$ cat src/rtl/lutram_bist_if.sv
`default_nettype none
// ============================================================================
// Module  : lutram_bist_if
// Brief   : Control/status and array-port bundle of the LUTRAM BIST sequencer.
// Revision: 1.0
// ============================================================================
interface lutram_bist_if #(
  parameter int ADDR_W = 13
);
  logic              start;
  logic              busy;
  logic              done;
  logic              pass;
  logic [15:0]       err_cnt;
  logic [ADDR_W-1:0] first_err_addr;
  logic [ADDR_W-1:0] mem_addr;
  logic              mem_we;
  logic [9:0]        mem_wdat;
  logic [9:0]        mem_rdat;

  modport master (
    input  start, mem_rdat,
    output busy, done, pass, err_cnt, first_err_addr, mem_addr, mem_we, mem_wdat
  );

  modport slave (
    output start, mem_rdat,
    input  busy, done, pass, err_cnt, first_err_addr, mem_addr, mem_we, mem_wdat
  );
endinterface
`default_nettype wire

$ cat src/rtl/lutram_bist_ctrl.sv
`default_nettype none
// ============================================================================
// Module  : lutram_bist_ctrl
// Brief   : Two-pass write/read-back march BIST over a LUTRAM stress array.
// Revision: 1.0
// ============================================================================
module lutram_bist_ctrl #(
  parameter int LUTRAM16X10 = 314,
  parameter int RD_LAT      = 0,
  parameter int ADDR_W      = $clog2(LUTRAM16X10*16)
) (
  input  wire logic     clk,
  input  wire logic     rst_n,
  lutram_bist_if.master bus
);

  localparam int                c_depth      = LUTRAM16X10 * 16;
  localparam logic [ADDR_W-1:0] c_last_addr  = ADDR_W'(c_depth - 1);
  localparam bit                c_no_drain   = (RD_LAT == 0);
  localparam logic [1:0]        c_drain_last = 2'((RD_LAT > 0) ? (RD_LAT - 1) : 0);

  typedef enum logic [2:0] {
    S_IDLE  = 3'd0,
    S_WRITE = 3'd1,
    S_READ  = 3'd2,
    S_DRAIN = 3'd3,
    S_DONE  = 3'd4
  } state_t;

  state_t            r_state;
  logic              r_pass_idx;
  logic [ADDR_W-1:0] r_addr;
  logic [1:0]        r_drain_cnt;
  logic              r_we;
  logic [9:0]        r_wdat;
  logic              r_busy;
  logic              r_done;
  logic              r_pass;
  logic [15:0]       r_err_cnt;
  logic [ADDR_W-1:0] r_first_err_addr;
  logic              r_err_flag;

  logic              w_cmp_valid;
  logic [9:0]        w_cmp_exp;
  logic [ADDR_W-1:0] w_cmp_addr;
  logic              w_mismatch;
  logic [15:0]       w_err_cnt_next;
  logic              w_pass_end;

  // Address is zero-extended (or truncated) to the 10-bit data width first.
  function automatic logic [9:0] pat(input logic [ADDR_W-1:0] a, input logic p);
    return (10'(a) ^ 10'h155) ^ {10{p}};
  endfunction

  generate
    if (RD_LAT == 0) begin : g_comb_cmp
      assign w_cmp_valid = (r_state == S_READ);
      assign w_cmp_exp   = pat(r_addr, r_pass_idx);
      assign w_cmp_addr  = r_addr;
    end else begin : g_pipe_cmp
      logic              r_pv [RD_LAT];
      logic [9:0]        r_pe [RD_LAT];
      logic [ADDR_W-1:0] r_pa [RD_LAT];

      always_ff @(posedge clk or negedge rst_n) begin
        if (!rst_n) begin
          for (int i = 0; i < RD_LAT; i++) begin
            r_pv[i] <= 1'b0;
            r_pe[i] <= '0;
            r_pa[i] <= '0;
          end
        end else begin
          r_pv[0] <= (r_state == S_READ);
          r_pe[0] <= pat(r_addr, r_pass_idx);
          r_pa[0] <= r_addr;
          for (int i = 1; i < RD_LAT; i++) begin
            r_pv[i] <= r_pv[i-1];
            r_pe[i] <= r_pe[i-1];
            r_pa[i] <= r_pa[i-1];
          end
        end
      end

      assign w_cmp_valid = r_pv[RD_LAT-1];
      assign w_cmp_exp   = r_pe[RD_LAT-1];
      assign w_cmp_addr  = r_pa[RD_LAT-1];
    end
  endgenerate

  assign w_mismatch     = w_cmp_valid && (bus.mem_rdat != w_cmp_exp);
  assign w_err_cnt_next = (w_mismatch && (r_err_cnt != 16'hFFFF)) ? r_err_cnt + 16'd1 : r_err_cnt;
  // A pass ends on the last READ address, or on the last DRAIN cycle when reads are pipelined.
  assign w_pass_end     = (c_no_drain && (r_state == S_READ) && (r_addr == c_last_addr)) ||
                          (!c_no_drain && (r_state == S_DRAIN) && (r_drain_cnt == c_drain_last));

  always_ff @(posedge clk or negedge rst_n) begin
    if (!rst_n) begin
      r_state          <= S_IDLE;
      r_pass_idx       <= 1'b0;
      r_addr           <= '0;
      r_drain_cnt      <= '0;
      r_we             <= 1'b0;
      r_wdat           <= '0;
      r_busy           <= 1'b0;
      r_done           <= 1'b0;
      r_pass           <= 1'b0;
      r_err_cnt        <= '0;
      r_first_err_addr <= '0;
      r_err_flag       <= 1'b0;
    end else begin
      r_done <= 1'b0;
      if (w_mismatch) begin
        r_err_cnt <= w_err_cnt_next;
        if (!r_err_flag) begin
          r_err_flag       <= 1'b1;
          r_first_err_addr <= w_cmp_addr;
        end
      end

      case (r_state)
        S_IDLE: begin
          if (bus.start) begin
            r_state          <= S_WRITE;
            r_pass_idx       <= 1'b0;
            r_addr           <= '0;
            r_we             <= 1'b1;
            r_wdat           <= pat('0, 1'b0);
            r_busy           <= 1'b1;
            r_err_cnt        <= '0;
            r_first_err_addr <= '0;
            r_err_flag       <= 1'b0;
          end
        end
        S_WRITE: begin
          if (r_addr == c_last_addr) begin
            r_state <= S_READ;
            r_addr  <= '0;
            r_we    <= 1'b0;
            r_wdat  <= '0;
          end else begin
            r_addr <= r_addr + 1'b1;
            r_wdat <= pat(r_addr + 1'b1, r_pass_idx);
          end
        end
        S_READ: begin
          if (r_addr == c_last_addr) begin
            if (!c_no_drain) begin
              r_state     <= S_DRAIN;
              r_drain_cnt <= '0;
            end
          end else begin
            r_addr <= r_addr + 1'b1;
          end
        end
        S_DRAIN: r_drain_cnt <= r_drain_cnt + 2'd1;
        S_DONE:  r_state     <= S_IDLE;
        default: r_state     <= S_IDLE;
      endcase

      if (w_pass_end) begin
        if (!r_pass_idx) begin
          r_state    <= S_WRITE;
          r_pass_idx <= 1'b1;
          r_addr     <= '0;
          r_we       <= 1'b1;
          r_wdat     <= pat('0, 1'b1);
        end else begin
          r_state <= S_DONE;
          r_addr  <= '0;
          r_busy  <= 1'b0;
          r_done  <= 1'b1;
          r_pass  <= (w_err_cnt_next == 16'd0);
        end
      end
    end
  end

  assign bus.busy           = r_busy;
  assign bus.done           = r_done;
  assign bus.pass           = r_pass;
  assign bus.err_cnt        = r_err_cnt;
  assign bus.first_err_addr = r_first_err_addr;
  assign bus.mem_addr       = r_addr;
  assign bus.mem_we         = r_we;
  assign bus.mem_wdat       = r_wdat;

endmodule
`default_nettype wire

$ cat src/flat_wrapper.sv
// flat-port wrapper written by rule: the top's interface ports become plain ports
module lutram_bist_ctrl_flat 
#(
  parameter int LUTRAM16X10 = 314,
  parameter int RD_LAT      = 0,
  parameter int ADDR_W      = $clog2(LUTRAM16X10*16)
)
  (clk, rst_n, bus_start, bus_mem_rdat, bus_busy, bus_done, bus_pass, bus_err_cnt, bus_first_err_addr, bus_mem_addr, bus_mem_we, bus_mem_wdat);
  lutram_bist_if #(.ADDR_W(ADDR_W)) bus_i ();
  input  wire logic clk;
  input  wire logic rst_n;
  input wire logic [$bits(bus_i.start)-1:0] bus_start;
  input wire logic [$bits(bus_i.mem_rdat)-1:0] bus_mem_rdat;
  output wire logic [$bits(bus_i.busy)-1:0] bus_busy;
  output wire logic [$bits(bus_i.done)-1:0] bus_done;
  output wire logic [$bits(bus_i.pass)-1:0] bus_pass;
  output wire logic [$bits(bus_i.err_cnt)-1:0] bus_err_cnt;
  output wire logic [$bits(bus_i.first_err_addr)-1:0] bus_first_err_addr;
  output wire logic [$bits(bus_i.mem_addr)-1:0] bus_mem_addr;
  output wire logic [$bits(bus_i.mem_we)-1:0] bus_mem_we;
  output wire logic [$bits(bus_i.mem_wdat)-1:0] bus_mem_wdat;
  assign bus_i.start = bus_start;
  assign bus_i.mem_rdat = bus_mem_rdat;
  assign bus_busy = bus_i.busy;
  assign bus_done = bus_i.done;
  assign bus_pass = bus_i.pass;
  assign bus_err_cnt = bus_i.err_cnt;
  assign bus_first_err_addr = bus_i.first_err_addr;
  assign bus_mem_addr = bus_i.mem_addr;
  assign bus_mem_we = bus_i.mem_we;
  assign bus_mem_wdat = bus_i.mem_wdat;
  lutram_bist_ctrl #(.LUTRAM16X10(LUTRAM16X10), .RD_LAT(RD_LAT), .ADDR_W(ADDR_W)) u_core (.clk(clk), .rst_n(rst_n), .bus(bus_i));
endmodule
$ cat config.mk
export PLATFORM = sky130hd
export DESIGN_NAME = lutram_bist_ctrl_flat
export DESIGN_NICKNAME = d
export VERILOG_FILES = /design/src/rtl/lutram_bist_if.sv /design/src/rtl/lutram_bist_ctrl.sv /design/src/flat_wrapper.sv
export SDC_FILE = /design/constraint.sdc
export NUM_CORES = 1
export LEC_CHECK = 0
export BUFFER_PORTS_ARGS = -buffer_cell sky130_fd_sc_hd__buf_2
export CAP_MARGIN = 20
export CORE_AREA = 4 4 92 94
export DETAILED_ROUTE_END_ITERATION = 8
export DIE_AREA = 0 0 96 98
export GPL_ROUTABILITY_DRIVEN = 0
export PLACE_DENSITY = 0.67
export SKIP_CTS_REPAIR_TIMING = 1
export SLEW_MARGIN = 30
export SYNTH_ARGS = -nofsm -noshare
export SYNTH_HDL_FRONTEND = slang
export SYNTH_SLANG_ARGS = --single-unit
$ cat constraint.sdc
create_clock -name clk -period 3.3 [get_ports clk]
set_input_delay 0.165 -clock clk [delete_from_list [all_inputs] [get_ports clk]]
set_output_delay 0.165 -clock clk [all_outputs]
set_load 0.02 [all_outputs]
==> flow_summary.ini <==
[setup_path]
critical_path_class = reg2reg
max_stage_delay_ps = 510
ff2ff_setup_slack_ps = 250
crit_arrival_ps = 3320
start_kind = flip-flop
path_max_fanout = 9
reg2reg_to = u_core.bus.pass
cp_cell_sequence = xor2_1, or4_1, a222oi_1, buf_4, a21oi_2, a211o_1, a221o_1, a2111oi_2, a32o_2
worstReg2RegStart = u_core.bus.mem_addr[9]
r2r_cells = 9
cp-end-kind = flip-flop
cp_data_required_time_ps = 3570
cp_slowest_cell = or4_1

[synth]
synth_most_common_cell = nor2_1
ys.flop_type = dfrtp_1
synth.distinct_cells = 53
synthCells = 383
syn_nets = 398
synth.top_cell.area_share_pct = 44.9
yosysSeqAreaShare_pct = 44.9
yosys-top-cells-count = nor2_1, dfrtp_1, nand2_1
syn_area_per_cell_sq_um = 8.87
synth_area_leader_cell = dfrtp_1
syn_area_sq_um = 3400
synth_warnings = 0
async_flop_share_pct = 100
synth_seq_cells = 61
synthTopCellsByArea = dfrtp_1, nor2_1, xnor2_1
synth_edf_count = 0

[clocking]
cts_made_buffers = 9
clk_pin_slew_ps = 60
clk_latency_ps = 340
clock_path_buffers = 2
tritoncts = yes
cts.sinks = 61
root_buffer = clkbuf_8
htree_levels = 3

[grt]
antenna_found_initial = 0
grt-ovfl-total = 0
grt_start_max_net_pins = 62
gr-usage-all-layers_pct = 19.4
grt_pass1_wl_um = 14600
first_global_vias = 2870

[routing]
vias = 3038
wirelength_um = 8460
ant_nets = 0
first_pass_iters = 4
drc = 0
avgRoutedWirePerCell_um = 15.2
drt-vias-per-instance = 5.44
drt_iter0_markers = 163

[layout]
antenna_cells = 0
fin_cells = 558
finish.net_count = 467
fin_area_sq_um = 4050
syn_to_final_growth_pct = 19.3
drive_gt1_share_pct = 23.0

[sta]
hold_viol_final = 12
tightestPinTransition_ps = 772
slew-limit-headroom_pct = 48.6
grt_setup_unrepaired = false
period_share_pct = 92.4
setup_violations = 0
finalCriticalPeriod_ps = 3050
skew_ps = 8.10
tns_ps = 0
fmax_ghz = 0.328
slew_viol_final = 0
hold_ws_ps = -24.6

[power_and_ir_drop]
fin_total_pwr_uw = 1400
p_per_area_nw_per_um2 = 346
leakagePower_uw = 0.00193
ir_drop_mv = 0.188

[floorplan]
die_area_sq_um = 9410
rows = 32
die_w_um = 96
ios = 69
die_y_um = 98
start_util_pct = 44.4
core-area_sq_um = 7650

[placed_design]
placed_area_sq_um = 3870
hpwl_um = 5990
port_buffers = 68
placed_cells = 543

[run_status]
status = complete, but fails checks
violations = hold timing

[flow_run]
maxCapViolCount = 0

[hold_path]
hp-class = in2async
final cells by class:
cell class                      instances  area, sq um
Clock inverter                          1         5.00
Multi-Input combinational cell        294         1760
Tap cell                              102          128
Timing Repair Buffer                   81          438
Sequential cell                        61         1530
Clock buffer                           14          173
Fill cell                             732         3600
Inverter                                5         18.8
power breakdown:
group | switching, uW | internal, uW | total (uW)
sequential | 2.77 | 750 | 753
clock | 274 | 330 | 603
combinational | 29.9 | 15.0 | 44.9
routing by layer:
metal	global-route usage [%]	share of wire [%]	vias to the layer above
met4	7.22	1.3	0
li1	-	-	1490
met3	3.31	6.7	7
met2	27.7	43	95
met1	29.3	49	1446
met5	0	0	-
worst max-delay path, delay by kind of cell (launching register included):
family | cells | cell delay (ps)
AOI/OAI and AO/OA | 6 | 1610
xor gates and xnor gates | 1 | 200
buffers and inverters | 1 | 190
DFF | 1 | 440
and+or+nand+nor | 1 | 510
sequential cells by signal (all words and copies together) (netlist names):
register and cells:
u_core.bus.busy 1, u_core.bus.done 1, u_core.bus.err_cnt 16, u_core.bus.first_err_addr 13, u_core.bus.mem_addr 13, u_core.bus.mem_wdat 10
u_core.bus.mem_we 1, u_core.bus.pass 1, u_core.r_err_flag 1, u_core.r_pass_idx 1, u_core.r_state 3
cell usage in the layout, fill, tap and decap left out, drive strengths merged, types with 3 or more instances in the layout:
cell type,count
buf,81
nor2,65
dfrtp,61
nand2,32
o21ai,32
a21oi,23
xnor2,20
mux2i,17
clkbuf,14
xor2,13
nand3,11
and3,11
nand4,10
inv,5
nor3,5
and2,3
a22oi,3
or4,3
or3,3
a31oi,3
o31ai,3
worst max-delay path by stage:
stage,to,cells after the start,startpoint
after global routing,u_core.bus.pass,9,u_core.bus.mem_addr[9]
after CTS,u_core.bus.pass,9,u_core.bus.mem_addr[9]
after floorplan,u_core.bus.pass,9,u_core.bus.mem_addr[7]
final,u_core.bus.pass,9,u_core.bus.mem_addr[9]
after global placement,u_core.bus.pass,9,u_core.bus.mem_addr[9]
after detailed placement,u_core.bus.pass,9,u_core.bus.mem_addr[9]
metrics by stage:
step | setup WS, ps | utilization, %
6_report | 251 | 53.0
5_1_grt | 141 | 53.0
4_1_cts | 280 | 53.0
3_5_place_dp | 301 | 50.7
3_3_place_gp | 343 | 50.7
2_1_floorplan | 252 | -
cell families (layout without fill, tap and decap cells):
logic type,count (synthesis),count (layout),share of synthesized area (%)
simple gates,154,154,21.3
mux,17,17,5.01
compound gates,88,88,16.2
xor+xnor,33,33,8.51
flops,61,61,44.9
buf+inv,28,101,3.35
fa+ha+maj,2,2,0.737
No activity file was read; power rests on OpenSTA's default activity.
